<file path="src/rtl/cache_arb_pkg.sv">
// Shared types and constants for the two-client cache line arbiter.
package cache_arb_pkg;

    localparam int LINE_W = 256;
    localparam int ADDR_W = 32;

    typedef enum logic [1:0] {
        IDLE    = 2'd0,
        I_BUSY  = 2'd1,
        D_BUSY  = 2'd2,
        RECOVER = 2'd3
    } arb_state_t;

    typedef enum logic {
        GRANT_I = 1'b0,
        GRANT_D = 1'b1
    } grant_t;

    // Two-way round robin: on a tie the client that did not win last time goes next.
    function automatic grant_t rr_pick(input logic i_req, input logic d_req, input grant_t last);
        grant_t pick;
        if (i_req && d_req) begin
            pick = (last == GRANT_D) ? GRANT_I : GRANT_D;
        end else if (i_req) begin
            pick = GRANT_I;
        end else begin
            pick = GRANT_D;
        end
        return pick;
    endfunction

endpackage

</file>
<file path="src/rtl/cache_arbiter_chk.sv">
// Protocol checks for cache_arbiter: conflicting D-cache ops and stray adaptor responses.
module cache_arbiter_chk
    import cache_arb_pkg::*;
(
    input logic       clk,
    input logic       reset_n,
    input arb_state_t state_i,
    input logic       d_read_i,
    input logic       d_write_i,
    input logic       mem_resp_i
);

    // Flag illegal request combinations and responses with no transaction in flight.
    always @(posedge clk) begin
        if (reset_n) begin
            assert (!(state_i == IDLE && d_read_i && d_write_i))
                else $warning("cache_arbiter: d_read and d_write both high, serviced as a write");
            assert (!(mem_resp_i && state_i != I_BUSY && state_i != D_BUSY))
                else $warning("cache_arbiter: mem_resp with no transaction in flight, ignored");
        end else begin
        end
    end

endmodule

</file>
<file path="src/rtl/cache_arbiter.sv">
// Serialises I-cache fills and D-cache fills/writebacks onto one 256-bit adaptor line port.
module cache_arbiter
    import cache_arb_pkg::*;
(
    input  logic              clk,
    input  logic              reset_n,
    input  logic [ADDR_W-1:0] i_address,
    input  logic              i_read,
    output logic [LINE_W-1:0] i_rdata,
    output logic              i_resp,
    input  logic [ADDR_W-1:0] d_address,
    input  logic              d_read,
    input  logic              d_write,
    input  logic [LINE_W-1:0] d_wdata,
    output logic [LINE_W-1:0] d_rdata,
    output logic              d_resp,
    output logic [ADDR_W-1:0] mem_address,
    output logic              mem_read,
    output logic              mem_write,
    output logic [LINE_W-1:0] mem_wdata,
    input  logic [LINE_W-1:0] mem_rdata,
    input  logic              mem_resp
);

    arb_state_t        state_q, state_d;
    grant_t            last_grant_q, last_grant_d;
    logic              mem_read_q, mem_read_d;
    logic              mem_write_q, mem_write_d;
    logic [ADDR_W-1:0] mem_address_q, mem_address_d;
    logic [LINE_W-1:0] mem_wdata_q, mem_wdata_d;
    logic              i_req_s, d_req_s;
    grant_t            pick_s;

    assign i_req_s = i_read;
    assign d_req_s = d_read | d_write;
    assign pick_s  = rr_pick(i_req_s, d_req_s, last_grant_q);

    // State and registered adaptor-side request flops.
    always_ff @(posedge clk or negedge reset_n) begin
        if (!reset_n) begin
            state_q       <= IDLE;
            last_grant_q  <= GRANT_D;
            mem_read_q    <= 1'b0;
            mem_write_q   <= 1'b0;
            mem_address_q <= '0;
            mem_wdata_q   <= '0;
        end else begin
            state_q       <= state_d;
            last_grant_q  <= last_grant_d;
            mem_read_q    <= mem_read_d;
            mem_write_q   <= mem_write_d;
            mem_address_q <= mem_address_d;
            mem_wdata_q   <= mem_wdata_d;
        end
    end

    // Next state: grant in IDLE, hold the request until mem_resp, then one quiet RECOVER cycle.
    always_comb begin
        state_d       = state_q;
        last_grant_d  = last_grant_q;
        mem_read_d    = mem_read_q;
        mem_write_d   = mem_write_q;
        mem_address_d = mem_address_q;
        mem_wdata_d   = mem_wdata_q;
        case (state_q)
            IDLE: begin
                if (i_req_s || d_req_s) begin
                    last_grant_d = pick_s;
                    if (pick_s == GRANT_I) begin
                        state_d       = I_BUSY;
                        mem_read_d    = 1'b1;
                        mem_write_d   = 1'b0;
                        mem_address_d = i_address;
                    end else begin
                        // A conflicting read+write is serviced as a writeback so no dirty line is lost.
                        state_d       = D_BUSY;
                        mem_read_d    = ~d_write;
                        mem_write_d   = d_write;
                        mem_address_d = d_address;
                        mem_wdata_d   = d_wdata;
                    end
                end else begin
                    state_d = IDLE;
                end
            end
            I_BUSY, D_BUSY: begin
                if (mem_resp) begin
                    state_d     = RECOVER;
                    mem_read_d  = 1'b0;
                    mem_write_d = 1'b0;
                end else begin
                    state_d = state_q;
                end
            end
            RECOVER: begin
                state_d = IDLE;
            end
            default: begin
                state_d     = IDLE;
                mem_read_d  = 1'b0;
                mem_write_d = 1'b0;
            end
        endcase
    end

    // Route the adaptor's completion pulse only to the transaction owner.
    always_comb begin
        i_resp = 1'b0;
        d_resp = 1'b0;
        case (state_q)
            I_BUSY:  i_resp = mem_resp;
            D_BUSY:  d_resp = mem_resp;
            default: begin
                i_resp = 1'b0;
                d_resp = 1'b0;
            end
        endcase
    end

    assign mem_read    = mem_read_q;
    assign mem_write   = mem_write_q;
    assign mem_address = mem_address_q;
    assign mem_wdata   = mem_wdata_q;
    assign i_rdata     = mem_rdata;
    assign d_rdata     = mem_rdata;

    cache_arbiter_chk u_chk (
        .clk       (clk),
        .reset_n   (reset_n),
        .state_i   (state_q),
        .d_read_i  (d_read),
        .d_write_i (d_write),
        .mem_resp_i(mem_resp)
    );

endmodule

</file>
<file path="config.mk">
export PLATFORM = sky130hd
export DESIGN_NAME = cache_arbiter
export DESIGN_NICKNAME = d
export VERILOG_FILES = /design/src/rtl/cache_arb_pkg.sv /design/src/rtl/cache_arbiter_chk.sv /design/src/rtl/cache_arbiter.sv
export SDC_FILE = /design/constraint.sdc
export NUM_CORES = 1
export LEC_CHECK = 0
export ABC_AREA = 1
export ABC_CLOCK_PERIOD_IN_PS = 2000
export CAP_MARGIN = 40
export CORE_AREA = 3 3 532 534
export DETAILED_ROUTE_END_ITERATION = 16
export DIE_AREA = 0 0 535 537
export PLACE_DENSITY = 0.3
export SLEW_MARGIN = 10
export SYNTH_ARGS = -nofsm -noshare
export SYNTH_HDL_FRONTEND = slang
export SYNTH_HIERARCHICAL = 1
export SYNTH_SLANG_ARGS = --single-unit
</file>
<file path="constraint.sdc">
create_clock -name clk -period 2 [get_ports clk]
set_clock_uncertainty 0.2 [all_clocks]
set_input_delay 0.4 -clock clk [delete_from_list [all_inputs] [get_ports clk]]
set_output_delay 0.4 -clock clk [all_outputs]
set_load 0.05 [all_outputs]
</file>
---- After elaboration in Yosys (flattened, before gate mapping) ----
Index checks and enable logic that the tools add are counted.
word-level totals
  output and inout bits ................... 804
  bits in registers ....................... 293
operators by class
  equality and inequality tests ........... 5
  bitwise logic cells ..................... 2
  reduce and logical (&&, ||, !) cells .... 8
  muxes and demuxes ....................... 17
operators with widths
  kind                                                  count
  two-way mux 32 bit                                    1
  two-way mux 1 bit                                     10
  two-way mux 2 bit                                     3
  one-hot mux 2 bit (3 select lines)                    1
  AND reduction 3 bit                                   2
  equality test 2 bit (second input constant)           2
  inequality test 2 bit (second input constant)         2
  one-hot mux 1 bit (2 select lines)                    2
  equality test 2 x 1 -> 1 bit (second input constant)  1
  logical NOT 2 bit                                     1
  AND reduction 2 bit                                   1
  nonzero test 2 bit                                    1
  OR reduction 2 bit                                    1
  logical AND 1 bit                                     1
  logical OR 1 bit                                      1
  NOT 1 bit                                             1
  bitwise OR 1 bit                                      1

---- Logic depth before layout (Yosys ltp) ----
  depth in word-level cells ............... 6
  mapped depth ............................ 10
  gate-level depth less buffers ........... 8

---- Worst setup path after synthesis ----
Ideal clock, no wire load.
  path kind ............................... reg2reg
  start point ............................. register state_q[0]
  end point ............................... register mem_address_q[10], in the netlist mem_address[10]
  library setup time ...................... 0.120 ns
  arrival time ............................ 1.374 ns
  cell stages (with the launch flop) ...... 10
  path slack .............................. 0.306 ns
  required time ........................... 1.680 ns
  path buffers ............................ 3
  cell sequence ........................... dfrtp_1 > inv_1 > ha_1 > inv_1 > nor2_4 > buf_6 > buf_4 > buf_2 > nand2_1 > nand2_1
between the ends
  longest elaborated chain between the ends .. 2
RTL lines
  element                               RTL line             RTL
  start: declaration                    cache_arbiter.sv:25  arb_state_t state_q, state_d;
  start signal: assignment              cache_arbiter.sv:48  state_q <= state_d;
  logical NOT 2 bit                     cache_arbiter.sv:65  case (state_q)
  AND reduction 2 bit (no source line)  --
  end signal: assignment                cache_arbiter.sv:52  mem_address_q <= mem_address_d;
  end: declaration                      cache_arbiter.sv:29  logic [ADDR_W-1:0] mem_address_q, mem_address_d;
No other way between the ends.
A chain may end at the register's enable or synchronous reset.

---- Worst setup path after layout ----
  start point ............................. register state_q[0]
  end point ............................... output port d_resp
between the ends
  longest elaborated chain between the ends .. 2
RTL lines
  element              RTL line              RTL
  equality test 2 bit  cache_arbiter.sv:110  case (state_q)
  two-way mux 1 bit    cache_arbiter.sv:110
  end: declaration     cache_arbiter.sv:16   output logic d_resp,
No other way between the ends.

==> out/qor.csv <==
metric,value,unit
DRT Pass-1 Iters,5,
placed wire-length estimate,134600,um
nets@finish,2855,
leading area contributor after synthesis,dfrtp_1,
cts bufs inserted,51,
design area,31700,um^2
Ports,1386,
maximum buffer depth of the clock tree,3,
Setup CP Type,flip-flop to output port,
synth unique cells,17,
Port Buffers,617,
full die area,287300,um^2
Ys Warns,6,
Cells after Synth,1917,
min cycle time layout,2.236,ns
dominant cells by area after synthesis,"dfrtp_1, buf_4, nand2_1, nand3_1, buf_2",
"commonest cells after routing, fill and taps aside","nand2_1, clkdlybuf4s50_1, dfrtp_1",
PD cells,1908,nW/um^2
Crit path arrival time,1.64,ns
Routed WL per cell,27.69,um
Post-Route WL,167200,um
RSZ-0062 raised after global routing,yes,
Max Clk Rate,447.1,MHz
Clock transition at path regs,0.05,ns
DRC,0,
sequential area share after synthesis,45.77,%
htree depth,2,
Post-Syn Area,16020,um^2
endpoints failing hold,0,
Root Driver,clkbuf_16,
1st-iter DRT viols,557,
CP Launch Type,flip-flop,
row count,194,
Max Cap Viol,0,
vias in the first global route,15273,
Placed Area,24740,um^2
crit path capture type,output port,
CORE AREA,278900,um^2
leakage,13.17,nW
initial antenna violation count,90,
pre-CTS WS,-0.5203,ns
hold slack,0.09559,ns
CP Max Fanout,2,
"commonest non-fill, non-tap cell in the layout",nand2_1,
vias,14726,
Tightest Pin Transition,0.6766,ns
setup violators final,243,
final max-slew violation count,0,
number of synthesized register bits,293,
failing checks,setup timing,
CTS tree,yes,
Sink Count,293,
final cycle utilization of the critical path,111.8,%
Die Wd,535,um
hold path cells,3,
GPL Wtd Cong,0.7227,
grt ovf,0,
clk_lat worst skew,0.68,ns
Avg Synthesized Cell Area,8.357,um^2
Max IR drop VDD,0.6754,mV
layout cells sized above 1,40.66,%
die height,537,um
first-pass GRT wire length,193700,um
hold crit path type,primary input to flip-flop,
R2R cell count,14,
Yosys top cell area share,45.61,%
GRT Overall Usage,10.72,%
post-synth net total,2503,
Area Overhead vs Synth,97.84,%
number of vias per cell,2.439,
largest net degree at the start of global routing,89,
Final Power,60.47,mW
ANT nets after route,0,
Crit path required time,1.40,ns
status,"finished, violations left",
initial core utilization,5.744,%
Worst Slack Setup Final,-0.2365,ns
slew margin rel.,54.89,%
## flip-flops by register name (all words and copies together) (netlist names)
signal	cells
last_grant_q	1
mem_address	32
mem_read	1
mem_wdata	256
mem_write	1
state_q	2
## critical path, stage by stage, from the launching register on
cell     delay (ns)
dfrtp_1        0.39
inv_2          0.07
buf_6          0.10
ha_4           0.11
nand2_2        0.04
inv_2          0.07
buf_12         0.14
## cells by family after synthesis
logic type / after synthesis / share of synthesized area (%)
flops: 293 / 45.77
fa+ha+maj: 4 / 0.3124
simple gates: 955 / 24.89
compound gates: 36 / 1.132
buf+inv: 629 / 27.89
## routing by layer
metal / GRT usage (%) / wire length (um) / vias up
li1: - / - / 6314
met1: 10.23 / 55150 / 6655
met2: 15.70 / 69860 / 1241
met3: 9.629 / 31680 / 504
met4: 5.113 / 9933 / 12
met5: 1.579 / 563 / -
## report_power, final
| part | leakage, nW | internal (mW) | total, mW | switching, mW |
|---|---|---|---|---|
| Clock | 0.837 | 5.60 | 9.53 | 3.92 |
| Sequential | 3.64 | 8.81 | 11.9 | 3.13 |
| Combinational | 8.69 | 15.5 | 39.0 | 23.5 |
| Total | 13.2 | 29.9 | 60.5 | 30.6 |
## stage by stage
| stage | instances | utilization, % | setup TNS, ns |
|---|---|---|---|
| 6_report | 6037 | 11.36 | -17.93 |
| 5_1_grt | 6034 | 11.36 | -44.00 |
| 4_1_cts | 5988 | 10.50 | -15.50 |
| 3_5_place_dp | 5728 | 8.869 | -129.76 |
| 3_3_place_gp | 5728 | 8.869 | -123.68 |
| 2_1_floorplan | 1917 | - | 0 |
## final timing paths
kind,start,endpoint,slack [ns]
setup / recovery,state_q[0],d_resp,-0.24
hold / removal,d_wdata[76],mem_wdata[76],0.1
setup reg to reg,state_q[0],mem_wdata[44],-0.18
hold reg to reg,mem_wdata[202],mem_wdata[202],0.28
max in group asynchronous,reset_n,mem_address[9],0.77
min in group asynchronous,reset_n,mem_wdata[8],0.14
## synth_stat cells
cell,count
nand3_1,294
buf_4,535
buf_2,61
nand2_4,2
buf_6,3
nand2_1,651
dfstp_2,1
clkbuf_1,18
ha_1,4
nand2_2,2
nor2_1,4
inv_2,1
inv_1,11
o21ai_0,35
a31oi_1,1
nor2_4,2
dfrtp_1,292
## layout make-up
type,instances,area [um^2]
inverters,12,47.55
repair buffers,915,11800
clock buffers,66,1403
diodes,6,15.01
clock inverters,25,316.6
multi-input cells,996,6115
fillers,31873,247200
flip-flops and latches,293,7337
well taps,3724,4659
## repair_timing
action / 4_1_cts / 5_1_grt
pin swaps: 35 / 54
endpoints found under the setup margin: 322 / 333
hold endpoints to repair: 398 / 0
hold buffers: 107 / 0
cloned: 21 / 40
buffers inserted: 67 / 12
resized for setup: 179 / 437
No activity file was read; power rests on OpenSTA's default activity.
